<file path="src/rtl/hack_reg_stage.sv">
// Hack CPU register stage: instruction latch, A/D registers, program counter and
// data-memory write handshake. The ALU itself sits outside and feeds alu_out/zr/ng
// back from instr_q, d_out and A/M.
module hack_reg_stage (
   input  logic        clock,
   input  logic        reset,
   input  logic [15:0] instr_in,
   input  logic        instr_valid,
   input  logic [15:0] alu_out,
   input  logic        alu_zr,
   input  logic        alu_ng,
   input  logic        mem_ready,
   output logic        fetch_req,
   output logic [15:0] instr_q,
   output logic [15:0] a_out,
   output logic [15:0] d_out,
   output logic [15:0] pc,
   output logic        write_m,
   output logic [15:0] out_m,
   output logic [14:0] address_m
);

   typedef enum logic [1:0] {StFetch, StExec, StMwait} state_e;

   state_e      state;
   logic        is_c;
   logic        dest_a;
   logic        dest_d;
   logic        dest_m;
   logic        jump;
   logic        mem_op;
   logic        exec_phase;
   logic        commit;
   logic        load_a;
   logic        load_d;
   logic [15:0] a_sel;

   // Instruction decode and commit qualification.
   always_comb begin
      is_c       = instr_q[15];
      dest_a     = instr_q[5];
      dest_d     = instr_q[4];
      dest_m     = instr_q[3];
      jump       = is_c & ((instr_q[2] & alu_ng) |
                           (instr_q[1] & alu_zr) |
                           (instr_q[0] & ~alu_ng & ~alu_zr));
      mem_op     = is_c & dest_m;
      exec_phase = (state == StExec) || (state == StMwait);
      // A memory write may only retire once the memory has taken it.
      commit     = exec_phase & (~mem_op | mem_ready);
      load_a     = ~is_c | dest_a;
      load_d     = is_c & dest_d;
      a_sel      = is_c ? alu_out : instr_q;
   end

   // Handshake outputs; fetch_req is masked by reset so it reads 0 while held.
   always_comb begin
      fetch_req = (state == StFetch) & ~reset;
      write_m   = exec_phase & mem_op;
      out_m     = alu_out;
      address_m = a_out[14:0];
   end

   // Sequencer plus architectural state; nothing changes unless commit is true.
   always_ff @(posedge clock or posedge reset) begin
      if (reset) begin
         state   <= StFetch;
         instr_q <= 16'h0000;
         a_out   <= 16'h0000;
         d_out   <= 16'h0000;
         pc      <= 16'h0000;
      end else begin
         case (state)
            StFetch: begin
               if (instr_valid) begin
                  instr_q <= instr_in;
                  state   <= StExec;
               end
            end
            StExec, StMwait: begin
               if (commit) begin
                  if (load_a) a_out <= a_sel;
                  if (load_d) d_out <= alu_out;
                  // Jump target is A as it stood before this commit.
                  pc    <= jump ? a_out : pc + 16'd1;
                  state <= StFetch;
               end else begin
                  state <= StMwait;
               end
            end
            default: state <= StFetch;
         endcase
      end
   end

endmodule

</file>
<file path="config.mk">
export PLATFORM = sky130hd
export DESIGN_NAME = hack_reg_stage
export DESIGN_NICKNAME = d
export VERILOG_FILES = /design/src/rtl/hack_reg_stage.sv
export SDC_FILE = /design/constraint.sdc
export NUM_CORES = 1
export LEC_CHECK = 0
export BUFFER_PORTS_ARGS = -buffer_cell sky130_fd_sc_hd__buf_2
export CAP_MARGIN = 20
export CORE_UTILIZATION = 49
export DETAILED_ROUTE_END_ITERATION = 7
export GPL_TIMING_DRIVEN = 0
export PLACE_DENSITY = 0.91
export SYNTH_ARGS = -nofsm -noshare
export SYNTH_HDL_FRONTEND = slang
export SYNTH_SLANG_ARGS = --single-unit
</file>
<file path="constraint.sdc">
create_clock -name clock -period 2.31 [get_ports clock]
set_input_delay 0.231 -clock clock [delete_from_list [all_inputs] [get_ports clock]]
set_output_delay 0.231 -clock clock [all_outputs]
set_load 0.1 [all_outputs]
</file>
==> impl_metrics.tcl <==
set metrics [dict create \
    outcome "complete, no violations" \
    start_kind "flop" \
    clk_latency_ns 0.35 \
    synth_top_area_share_pct 47.6 \
    drt_pass1_iterations 4 \
    synth_top_area_cell "dfrtp_1" \
    path_clk_slew_ns 0.08 \
    synth_cell_type_count 39 \
    cpMostUsedCell "buf_2" \
    antenna_found_initial 0 \
    synth_top_cells_by_count "66 x dfrtp_1, 61 x mux2_2, 38 x buf_4" \
    yosysWarnings 0 \
    dr_total_vias 2893 \
    crit_buf_inv 3 \
    hold_class "in -> reg" \
    cts_tree "yes" \
    area_growth_pct 30.6 \
    dr.first_iter.drc_count 228 \
    r2r_end "a_out[1]" \
    post-dp-hpwl_um 6670 \
    drc 0 \
    start_util_pct 50.8 \
    worstPathCellList "buf_4 -> buf_2 -> and3_2 -> buf_2" \
    overflow 0 \
    arrival_ns 1.95 \
    hold_depth 2 \
    clkSinkCount 66 \
    finalWirelength_um 9230 \
    netlist_instances 293 \
    tightest_slew_ns 0.587 \
    slowest_stage "dfrtp_1" \
    syn_nets 335 \
    place_area_mm2 0.00428 \
    async_flop_share_pct 100 \
    period_share_pct 94.2 \
    final-setup-viol-count 0 \
    reg2reg_depth 6 \
    drv_cap 0 \
    synth_edf_count 0 \
    core_mm2 0.00683 \
    drive_gt1_share_pct 59.1 \
    crit_path_end_kind "output pin" \
    grt_pass1_wl_um 14400 \
    ys_seq_area_share_pct 47.6 \
    avgSynthCellArea_um2 11.8 \
    nets 482 \
    portBuffers 134 \
    grtUsageTotal_pct 26.0 \
    h-tree-depth 3 \
    drv_slew 0 \
    wl_per_cell_um 17.1 \
    synth_seq_cells 66 \
    cpPeakStageDelay_ns 0.44 \
    grt_setup_unrepaired "no" \
    routabilityCongestion 0.877 \
    whs_endpoint "instr_q[11]" \
    final_util_pct 66.4 \
    syn_area_mm2 0.00347 \
    cp.required_ns 2.08 \
    grt_max_degree 41 \
    clock_path_buffers 2 \
    path_delay_family "buffers and inverters" \
    fmax_ghz 0.460 \
    reg2reg_slack_ns 0.44 \
    min_period_ns 2.18 \
    route.detailed.vias_per_inst 5.35 \
    cts_buffers 9 \
    synth_ff_type "dfrtp_1" \
    io_pins 135 \
    route.antenna.remaining_nets 0 \
    die_w_um 86.2 \
    crit_fanout 10 \
    r2r-start "state[1]" \
    diodes 0 \
    grt_pass1_vias 2782 \
    rows 30 \
    fp.dieH_um 86.2 \
    root_buffer "clkbuf_8" \
    relSlewSlack_pct 60.8 \
    die-area_mm2 0.00742 \
    finalHoldViolCount 0 \
    worstSetupPathType "reg -> out" \
    cts-resized-gates 0 \
    final_area_mm2 0.00453 \
    yosysMostFrequentCell "dfrtp_1" \
    finClkSkew_ns 0.0109 \
    hold_start "instr_in[11]" \
    synthTopCellsByArea "dfrtp_1 48%, mux2_2 20%, buf_4 8.2%" \
]
how the worst max path moves through the flow:
stage / startpoint / endpoint / slack [ns] / cells after the start
3_5_place_dp: state[0] / a_out[0] / 0.44 / 6
5_1_grt: instr_q[15] / write_m / 0.02 / 4
2_1_floorplan: pc[0] / pc[14] / 0.03 / 5
4_1_cts: instr_q[15] / write_m / 0.11 / 4
3_3_place_gp: reset / instr_q[12] / -0.35 / 2
6_report: instr_q[15] / write_m / 0.13 / 4
layout by cell type (no fill, tap or decap), drive strengths merged, types with 2 or more instances in the layout:
master	netlist	routed
nor4	2	2
and3	5	5
o21ai	6	6
nand2	9	9
buf	45	180
or4	2	2
dfrtp	66	66
and4	2	2
a22o	2	2
a2bb2oi	11	11
a21oi	13	13
nor3	2	2
mux2i	13	13
inv	8	9
clkbuf	2	11
mux2	61	61
nand4	13	13
ha	4	4
clkinv	0	2
bufinv	0	3
nor2b	2	2
o21a	2	2
nand3	11	11
metrics by stage:
stage / setup WS [ns] / hold slack, ns / instances / setup TNS [ns]
final: 0.134 / 0.113 / 541 / 0
after detailed placement: 0.443 / 0.348 / 524 / 0
after global routing: 0.0243 / 0.0949 / 541 / 0
after floorplan: 0.0324 / 0.381 / 293 / 0
after global placement: -0.354 / 0.463 / 523 / -23.17
after CTS: 0.112 / 0.102 / 541 / 0
final cells by class:
class	count	area (µm²)
Timing Repair Buffer	136	701
Buffer	47	334
Clock buffer	9	124
Inverter	8	30.0
Multi-Input combinational cell	172	1460
Sequential cell	66	1650
Tap cell	96	120
Clock inverter	7	116
Fill cell	518	2300
flip-flops by register name, indices dropped and copies added (netlist names):
signal	count
state	2
d_out	16
instr_q	16
pc	16
a_out	16
routing by layer:
metal	share of wire [%]	routed length, µm	track usage [%]
met5	0	0	0
met4	2.0	182	10.6
met3	5.6	515	5.00
met2	52	4770	44.2
met1	41	3760	32.6
repair_timing:
action                     4_1_cts  5_1_grt
hold buffers                     1        0
hold endpoints to repair        26        0
setup buffers                    0        0
setup endpoints to repair        0        0
logic make-up (layout without fill, tap and decap cells):
group,Yosys count,in the layout,share of synthesized area (%)
and+or+nand+nor,52,52,8.58
AOI/OAI and AO/OA,42,42,8.36
buffers and inverters,55,207,10.5
adders and majority gates,4,4,1.44
DFF,66,66,47.6
muxes,74,74,23.5
Power is not shown: default switching activity piles up to over one toggle a cycle in this logic, so the estimate is an artifact.
